===== config.mk =====
export PLATFORM = sky130hd
export DESIGN_NAME = c_frame_rx
export DESIGN_NICKNAME = d
export VERILOG_FILES = /design/src/rtl/c_frame_rx.sv
export SDC_FILE = /design/constraint.sdc
export NUM_CORES = 1
export LEC_CHECK = 0
export CAP_MARGIN = 30
export CORE_AREA = 3 3 56 58
export DETAILED_ROUTE_END_ITERATION = 7
export DIE_AREA = 0 0 59 61
export PLACE_DENSITY = 0.67
export SYNTH_ARGS = -nofsm -noshare
export SYNTH_HDL_FRONTEND = slang
export SYNTH_SLANG_ARGS = --single-unit

===== constraint.sdc =====
create_clock -name clk -period 1.5 [get_ports clk]
set_input_delay 0.375 -clock clk [delete_from_list [all_inputs] [get_ports clk]]
set_output_delay 0.375 -clock clk [all_outputs]
set_load 0.05 [all_outputs]

===== src/rtl/c_frame_rx.sv =====
// Serial frame receiver: hunts for a sliding-window sync word, then deserialises
// FRAME_LEN bytes MSB-first into a one-deep valid/ready output register.
module c_frame_rx #(
    parameter logic [7:0] SYNC_WORD = 8'hA5,
    parameter int         FRAME_LEN = 4
) (
    input  logic       clk,
    input  logic       rst,
    input  logic       pi_c,
    input  logic       pi_c_en,
    input  logic       pi_ready,
    output logic [7:0] po_data,
    output logic       po_last,
    output logic       po_valid,
    output logic       po_sync,
    output logic       po_ovf
);

    typedef enum logic {
        HUNT,
        DATA
    } state_t;

    localparam logic [7:0] LAST_IDX = 8'(FRAME_LEN - 1);

    state_t     state;
    state_t     state_nxt;
    logic [7:0] sr;
    logic [2:0] bit_cnt;
    logic [7:0] byte_cnt;
    logic [7:0] shifted;
    logic       sync_hit;
    logic       byte_done;
    logic       byte_last;

    always_ff @(posedge clk) begin
        if (rst) begin
            state <= HUNT;
        end else begin
            state <= state_nxt;
        end
    end

    always_comb begin
        shifted   = {sr[6:0], pi_c};
        state_nxt = state;
        sync_hit  = 1'b0;
        byte_done = 1'b0;
        byte_last = 1'b0;
        case (state)
            HUNT: begin
                if (pi_c_en && (shifted == SYNC_WORD)) begin
                    sync_hit  = 1'b1;
                    state_nxt = DATA;
                end
            end
            DATA: begin
                if (pi_c_en && (bit_cnt == 3'd7)) begin
                    byte_done = 1'b1;
                    byte_last = (byte_cnt == LAST_IDX);
                    if (byte_last) begin
                        state_nxt = HUNT;
                    end
                end
            end
            default: state_nxt = HUNT;
        endcase
    end

    // Clearing sr at frame end keeps data bits from forming part of the next sync word.
    always_ff @(posedge clk) begin
        if (rst) begin
            sr       <= 8'h00;
            bit_cnt  <= 3'd0;
            byte_cnt <= 8'd0;
        end else if (pi_c_en) begin
            sr <= (byte_done && byte_last) ? 8'h00 : shifted;
            if (sync_hit) begin
                bit_cnt  <= 3'd0;
                byte_cnt <= 8'd0;
            end else if (state == DATA) begin
                bit_cnt <= bit_cnt + 3'd1;
                if (byte_done) begin
                    byte_cnt <= byte_cnt + 8'd1;
                end
            end
        end
    end

    // A completing byte is dropped (and flagged) only when the held byte is not being taken.
    always_ff @(posedge clk) begin
        if (rst) begin
            po_data  <= 8'h00;
            po_last  <= 1'b0;
            po_valid <= 1'b0;
            po_sync  <= 1'b0;
            po_ovf   <= 1'b0;
        end else begin
            po_sync <= sync_hit;
            if (byte_done && (!po_valid || pi_ready)) begin
                po_data  <= shifted;
                po_last  <= byte_last;
                po_valid <= 1'b1;
            end else if (byte_done) begin
                po_ovf <= 1'b1;
            end else if (po_valid && pi_ready) begin
                po_valid <= 1'b0;
            end
        end
    end

endmodule


Word-level counts from Yosys, hierarchy flattened

Index checks and enable logic that the tools add are counted.

Equal/unequal tests: 4
$add $sub $neg: 2
Reductions and logical operators: 14
Bitwise logic cells: 2
Multiplexer cells: 18

Operator list:

| kind                | number |
|---|---|
| $mux 8              | 3 |
| $mux 1              | 11 |
| $add 8x1->8 const B | 1 |
| $eq 8x2->1 const B  | 1 |
| $eq 8x8->1 const B  | 1 |
| $mux 7              | 1 |
| $mux 3              | 2 |
| $reduce_and 2->1    | 3 |
| $reduce_bool 2->1   | 3 |
| $logic_and 1x1->1   | 5 |
| $add 3x1->3 const B | 1 |
| $eq 3x3->1 const B  | 1 |
| $reduce_and 3->1    | 1 |
| $ne 2x1->1 const B  | 1 |
| $not 1->1           | 2 |
| $pmux 1 s2          | 1 |
| $logic_not 1->1     | 1 |
| $logic_or 1x1->1    | 1 |

Word-level logic and storage cells: 49
Input port bits: 5
Bits in registers: 31

Depth between registers and ports, before layout

Depth in word-level cells: 7
Depth in mapped cells: 7
Mapped depth without buffers: 6

Worst setup path after synthesis

No wires, ideal clock.

Kind: reg2reg
Start: reg bit_cnt[0]
End: reg byte_cnt[7]
Setup slack: -159 ps
Path buffers: 0
Data arrival time: 1589 ps
Stages on the path, launching flop included: 7
Cells stage by stage: dfxtp_1 ha_1 ha_1 nand4_1 or3_4 or3_1 a21oi_1

Longest elaborated chain between the ends: 6

RTL lines:

| item                               | RTL line | source |
|---|---|---|
| start, declared                    | 29       | `logic [2:0] bit_cnt;` |
| start signal, assigned             | 82       | `bit_cnt <= bit_cnt + 3'd1;` |
| $eq 3x3->1                         | 58       | `if (pi_c_en && (bit_cnt == 3'd7)) begin` |
| $logic_and 1x1->1                  | 58       |  |
| $mux 1                             | 58       |  |
| $mux 1                             | 50       | `case (state)` |
| $reduce_bool 2->1 (no source line) | --       |  |
| $reduce_and 3->1 (no source line)  | --       |  |
| end signal, assigned               | 84       | `byte_cnt <= byte_cnt + 8'd1;` |
| end, declared                      | 30       | `logic [7:0] byte_cnt;` |

No other way between the ends.
A chain may end at the register's enable or synchronous reset.

Worst setup path in the final report

Same ends and word-level chain as after synthesis.

==> impl_metrics.env <==
export IMPL_cp_end_kind="register"
export IMPL_grt_ovfl_total=0
export IMPL_critPathKind="reg2reg"
export IMPL_dp_slack_ns=-0.454
export IMPL_hold_path_end="bit_cnt[1]$_SDFFE_PP0P_"
export IMPL_finalHoldViolations=0
export IMPL_place_congestion=0.752
export IMPL_wire_per_inst_um=15.0
export IMPL_yosys_warnings=0
export IMPL_cts_num_sinks=31
export IMPL_synth_seq_area_share_pct=49.0
export IMPL_drv_slew=0
export IMPL_cp_max_fo=3
export IMPL_hold_path_depth=2
export IMPL_design_area_sq_mm=0.00192
export IMPL_dpl_instance_area_sq_mm=0.00178
export IMPL_fp_dieArea_sq_mm=0.00360
export IMPL_grt_max_degree=10
export IMPL_drtIter0Drc=30
export IMPL_hold_class="reg2reg"
export IMPL_finalPower_w=0.00138
export IMPL_rr_worst_depth=6
export IMPL_dp_cells=190
export IMPL_p_per_area_mw_per_mm2=718
export IMPL_min_period_ns=1.61
export IMPL_grt_usage_pct=19.2
export IMPL_rsz0062_at_grt="yes"
export IMPL_fin_skew_ns=0.0146
export IMPL_drive_above_1_share_pct=40.6
export IMPL_ys_seq_elements=31
export IMPL_status="complete, but fails checks"
export IMPL_synthesis_instances=127
export IMPL_ios=17
export IMPL_final_common_cell="dfxtp_1"
export IMPL_numCtsBuffers=5
export IMPL_path_clk_slew_ns=0.10
export IMPL_vdd_ir_drop_max_uv=743
export IMPL_wl_mm=3.01
export IMPL_ctsHtreeMaxLevel=2
export IMPL_antenna_cells=0
export IMPL_fmax_mhz=620
export IMPL_nets=178
export IMPL_dp_hpwl_mm=2.13
export IMPL_core_sq_mm=0.00271
export IMPL_ant_nets=0
export IMPL_grt_antenna_before_repair=0
export IMPL_final_cell_mix="27 x dfxtp_1, 22 x buf_4, 15 x nor2_1"
export IMPL_worstPathRequired_ns=1.78
export IMPL_num_rows=19
export IMPL_rrSetupSlack_ns=-0.11
export IMPL_cts_tree="done"
export IMPL_die_width_um=59
export IMPL_min_from="bit_cnt[1]$_SDFFE_PP0P_"
export IMPL_synth_area_leader_cell="dfxtp_1"
export IMPL_final_cells=201
export IMPL_num_vias=1100
export IMPL_p_leak_nw=0.703
export IMPL_synth_cell_type_count=33
export IMPL_fin_ws_ns=-0.114
export IMPL_syn_num_nets=135
export IMPL_root_buffer="clkbuf_4"
export IMPL_syn_area_sq_mm=0.00127
export IMPL_violations="setup timing"
export IMPL_area_delta_synth_final_pct=51.3
export IMPL_rr_endpoint="byte_cnt[7]$_SDFFE_PP0P_"
export IMPL_cts_buffer_depth=2
export IMPL_die_h_um=61
export IMPL_syn_area_per_cell_sq_um=9.97
export IMPL_crit_arrival_ns=1.89
export IMPL_synth_area_leaders="dfxtp_1 49%, mux2i_1 6.3%, a22o_1 4.8%"
export IMPL_dr_pass1_iters=4
export IMPL_r2r_start="bit_cnt[0]$_SDFFE_PP0P_"
export IMPL_drc=0
export IMPL_grt_pass1_wl_mm=5.11
export IMPL_clock_latency_ns=0.34
export IMPL_finalSetupViolations=16
export IMPL_maxSlewHeadroom_pct=71.1
export IMPL_initial_utilization_pct=46.7
export IMPL_io_buffers=16
export IMPL_period_share_pct=108
export IMPL_synth_top_area_share_pct=49.0
export IMPL_grt_pass1_vias=1170
export IMPL_maxCapViolCount=0
export IMPL_viasPerCell=5.47
export IMPL_startpoint_type="register"
export IMPL_worst_slew_pin_slew_ns=0.432
## how the worst max path moves through the flow
stage / startpoint / end / slack [ns] / cells after the start
after floorplan: byte_cnt[1]$_SDFFE_PP0P_ / sr[0]$_SDFFE_PP0P_ / -0.06 / 5
after global routing: bit_cnt[0]$_SDFFE_PP0P_ / byte_cnt[6]$_SDFFE_PP0P_ / -0.18 / 6
final: bit_cnt[0]$_SDFFE_PP0P_ / byte_cnt[7]$_SDFFE_PP0P_ / -0.11 / 6
after CTS: bit_cnt[0]$_SDFFE_PP0P_ / byte_cnt[7]$_SDFFE_PP0P_ / -0.10 / 6
after global placement: pi_c_en / byte_cnt[7]$_SDFFE_PP0P_ / -0.41 / 5
after detailed placement: pi_c_en / byte_cnt[7]$_SDFFE_PP0P_ / -0.45 / 5
## Yosys cell counts, drive strengths merged
cell,number
a21oi,11
o211ai,3
buf,4
nor2b,1
nor3,2
ha,3
nor2,16
a31oi,1
dfxtp,31
clkbuf,2
o31ai,1
mux2,1
nand4,2
nand2,7
or4b,1
and4bb,2
nand3,9
nor3b,1
or3,5
mux2i,8
a22o,7
or2,3
nand4b,2
nand2b,1
o21ai,1
o221ai,1
and3,1
## sequential cells by signal, summed over array words and instances, names as in the netlist
register  cells
byte_cnt      8
po_last       1
sr            7
po_ovf        1
po_valid      1
bit_cnt       3
po_data       8
state         1
po_sync       1
## metrics by stage
step,utilization (%),hold WS [ns],setup TNS (ns)
global route,70.7,0.546,-2.46
global placement,65.7,0.473,-6.92
finish,70.7,0.501,-0.983
floorplan,-,0.456,-0.480
detailed placement,65.7,0.489,-7.94
CTS,69.0,0.505,-0.923
## layer usage
| metal | vias to the layer above | global-route usage (%) | part of all wire [%] |
|---|---|---|---|
| met5 | - | 0 | 0 |
| met4 | 0 | 8.09 | 1.5 |
| met3 | 4 | 6.81 | 3.6 |
| met2 | 14 | 35.5 | 55 |
| met1 | 535 | 19.5 | 40 |
| li1 | 547 | - | - |
## worst max-delay path, cell delays in order, from the launching register on
cell     delay (ns)
dfxtp_2        0.37
ha_4           0.14
ha_4           0.13
nand4_1        0.11
or3_4          0.36
or3_1          0.33
a21oi_2        0.12
## timing repair
| item | 4_1_cts | 5_1_grt |
|---|---|---|
| setup buffers | 3 | 2 |
| gates cloned | 0 | 1 |
| pin swaps | 4 | 4 |
| resized for setup | 3 | 6 |
| hold buffers | 0 | 0 |
| setup endpoints to repair | 19 | 22 |
## final cells by class
cell class / instances / area [sq um]
tap: 31 / 38.8
clock buffer: 6 / 51.3
sequential: 31 / 626
fill: 211 / 795
multi-input combinational: 90 / 682
clock inverter: 1 / 5.00
timing repair buffer: 42 / 513
## where the power goes
part / switching, W / internal (W) / leakage [nW]
logic: 0.0000270 / 0.0000251 / 0.417
registers: 0.00000349 / 0.000825 / 0.252
clock network: 0.000278 / 0.000217 / 0.0341
total: 0.000308 / 0.00107 / 0.703
## kinds of logic after synthesis
logic type | Yosys count | synth area share (%)
mux | 9 | 7.21
compound gates | 25 | 13.1
buf+inv | 6 | 2.57
fa+ha+maj | 3 | 2.96
flops | 31 | 49.0
simple gates | 53 | 25.1
Power figures use the tool's default switching activity.
==> edit, RTL diff (same flow settings) <==
Compare `byte_cnt` against `LAST_IDX` with >= in place of ==.
--- a/src/rtl/c_frame_rx.sv
+++ b/src/rtl/c_frame_rx.sv
@@ -59,3 +59,3 @@
                     byte_done = 1'b1;
-                    byte_last = (byte_cnt == LAST_IDX);
+                    byte_last = (byte_cnt >= LAST_IDX);
                     if (byte_last) begin
Check against the original RTL: same outputs for any inputs over 10 cycles, from zero or initial values and one cycle with rst high; that may be too few to reach the edited logic, so the function may still have changed.
==> edit against the unedited design <==
First-iteration DRC count grew 120%. Routed wire length is 0.23% lower. Setup slack better by 55 ps. The flow still finishes with violations (negative setup slack). Combinational power up 15%. Via count up 0.18%. Synthesized area shrank 3.0%. Sequential cell count stayed put. Synthesized cell count shrank 2.4%. Final area up 2.4%. Core utilization up 1.7 points. Largest power group unchanged. Die area unchanged. Total power up 4.6%. Sequential power is essentially flat.
==> edit: results <==
group,metric,value,unit
timing,setup_tns,-99.5,ps
synthesis,synth.net_count,132,
clocking,cts_buffers,5,
synthesis,synth_compound_area_share,13.7,%
drt,wirelength,3.00,mm
drt,drtIter0Drc,67,
worst_setup_path,crit_family,"simple AND/OR/NAND/NOR gates",
grt,grt.total_usage,19.1,%
clocking,cts_setup_buffers,4,
placement,place_hpwl,2.10,mm
drt,wl_met3,128,um
timing,tightest_slew,307,ps
status,status,"finished, violations left",
pwr,leakage,0.766,nW
grt,grt_max_degree,10,
synthesis,synth-async-reset-ratio,0,%
worst_setup_path,crit_path_max_fanout,3,
synthesis,synth.avg_cell_area,9.91,sq um
drt,drt_pass1_iterations,4,
placement,routabilityCongestion,0.782,
timing,finalWorstSetupSlack,-58.3,ps
timing,report.final.setup_viol,6,
grt,grt_pass1_wl,5.01,mm
synthesis,synth_area_leaders,"dfxtp_1 (51%), mux2i_1 (6.5%), nor2_1 (5.5%)",
layout,diodes,0,
clocking,cts_resized,6,
grt,grt_pass1_vias,1120,
layout,instances_no_fill,203,
synthesis,synthTopCellsByCount,"dfxtp_1 (31), nor2_1 (18), mux2i_1 (8)",
worst_hold_path,hold_class,"in2reg",
drt,wl_met2,1.59,mm
status,violations,"negative setup slack",
drt,highest_layer,"met4",
synthesis,synthMuxAreaShare,6.52,%
synthesis,synthAdderAreaFrac,3.05,%
synthesis,yosys.area_share.xor_xnor,3.56,%
synthesis,ys_types,32,
timing,fin_skew,9.59,ps
clocking,clockBufferDepth,2,
drt,post_drt_via_cell_ratio,5.43,
drt,met1Wirelength,1.26,mm
worst_setup_path,cp_slowest_cell,"or4_4",
placement,port_buffers,16,
worst_setup_path,arrival,1820,ps
worst_setup_path,crit_path_max_incr_delay,520,ps
layout,top_regs,"byte_cnt x8, po_data x8, sr x7",
clocking,cts.htree.levels,2,
synthesis,yosys_warnings,0,
layout,nets,179,
clocking,root_buffer,"clkbuf_4",
placement,placedCellCount,191,
clocking,path_clk_slew,90,ps
pwr,ir_drop,0.000735,V
placement,post_dp_cell_area,1770,sq um
clocking,worstSkewPairLatency,330,ps
synthesis,yosys.area.top_type,"dfxtp_1",
layout,drive_above_1_share,40.7,%
pwr,cell_internal_pwr,1.13,mW
synthesis,synth_seq_area_share,50.5,%
==> edit: changes by cell type in the layout (fill, tap and decap cells not counted), moves of 3 or more <==
cell and change:
or3_1 -3, buf_4 +5, xor2_1 +3, o211ai_1 -3
==> edit: per-layer routing <==
metal | global-route usage [%] | up-vias
met3 | 8.51 | 4
li1 | - | 539
met5 | 0 | -
met1 | 21.0 | 540
met2 | 31.5 | 19
met4 | 9.39 | 0
==> edit: through the flow <==
stage	worst slack (ps)	hold WS [ps]	power (mW)	utilization [%]
after global placement	-375	479	0.902	65.2
after detailed placement	-454	494	0.903	65.2
after floorplan	-6.24	457	0.871	-
final	-58.3	515	1.44	72.4
after CTS	-85.5	499	1.45	70.1
after global routing	-119	514	1.50	72.4
==> edit: power by group through the flow <==
stage / logic [mW] / clock network [mW] / registers [mW]
after detailed placement: 0.0557 / 0 / 0.848
after floorplan: 0.0237 / 0 / 0.847
after global routing: 0.0648 / 0.607 / 0.830
after CTS: 0.0581 / 0.567 / 0.829
final: 0.0599 / 0.550 / 0.829
after global placement: 0.0544 / 0 / 0.847
==> edit: cells by family (layout without fill, tap and decap cells) <==
group	Yosys count	in the layout
compound gates	22	22
fa+ha+maj	3	3
xor+xnor	5	5
simple gates	47	47
buf+inv	8	56
mux	8	8
flops	31	31
==> edit: final timing paths <==
path | start | end | slack, ps | depth (start not counted)
max | bit_cnt[1] | byte_cnt[5] | -60 | 6
min | pi_c | sr[0] | 510 | 3
max reg2reg | bit_cnt[1] | byte_cnt[5] | -60 | 6
min reg2reg | sr[6] | sr[6] | 520 | 1
==> edit: final cells by class <==
cell class	count	area, sq um
fillers	198	748
flip-flops and latches	31	624
well taps	31	38.8
repair buffers	46	536
inverters	2	7.51
clock buffers	8	68.8
multi-input cells	85	687
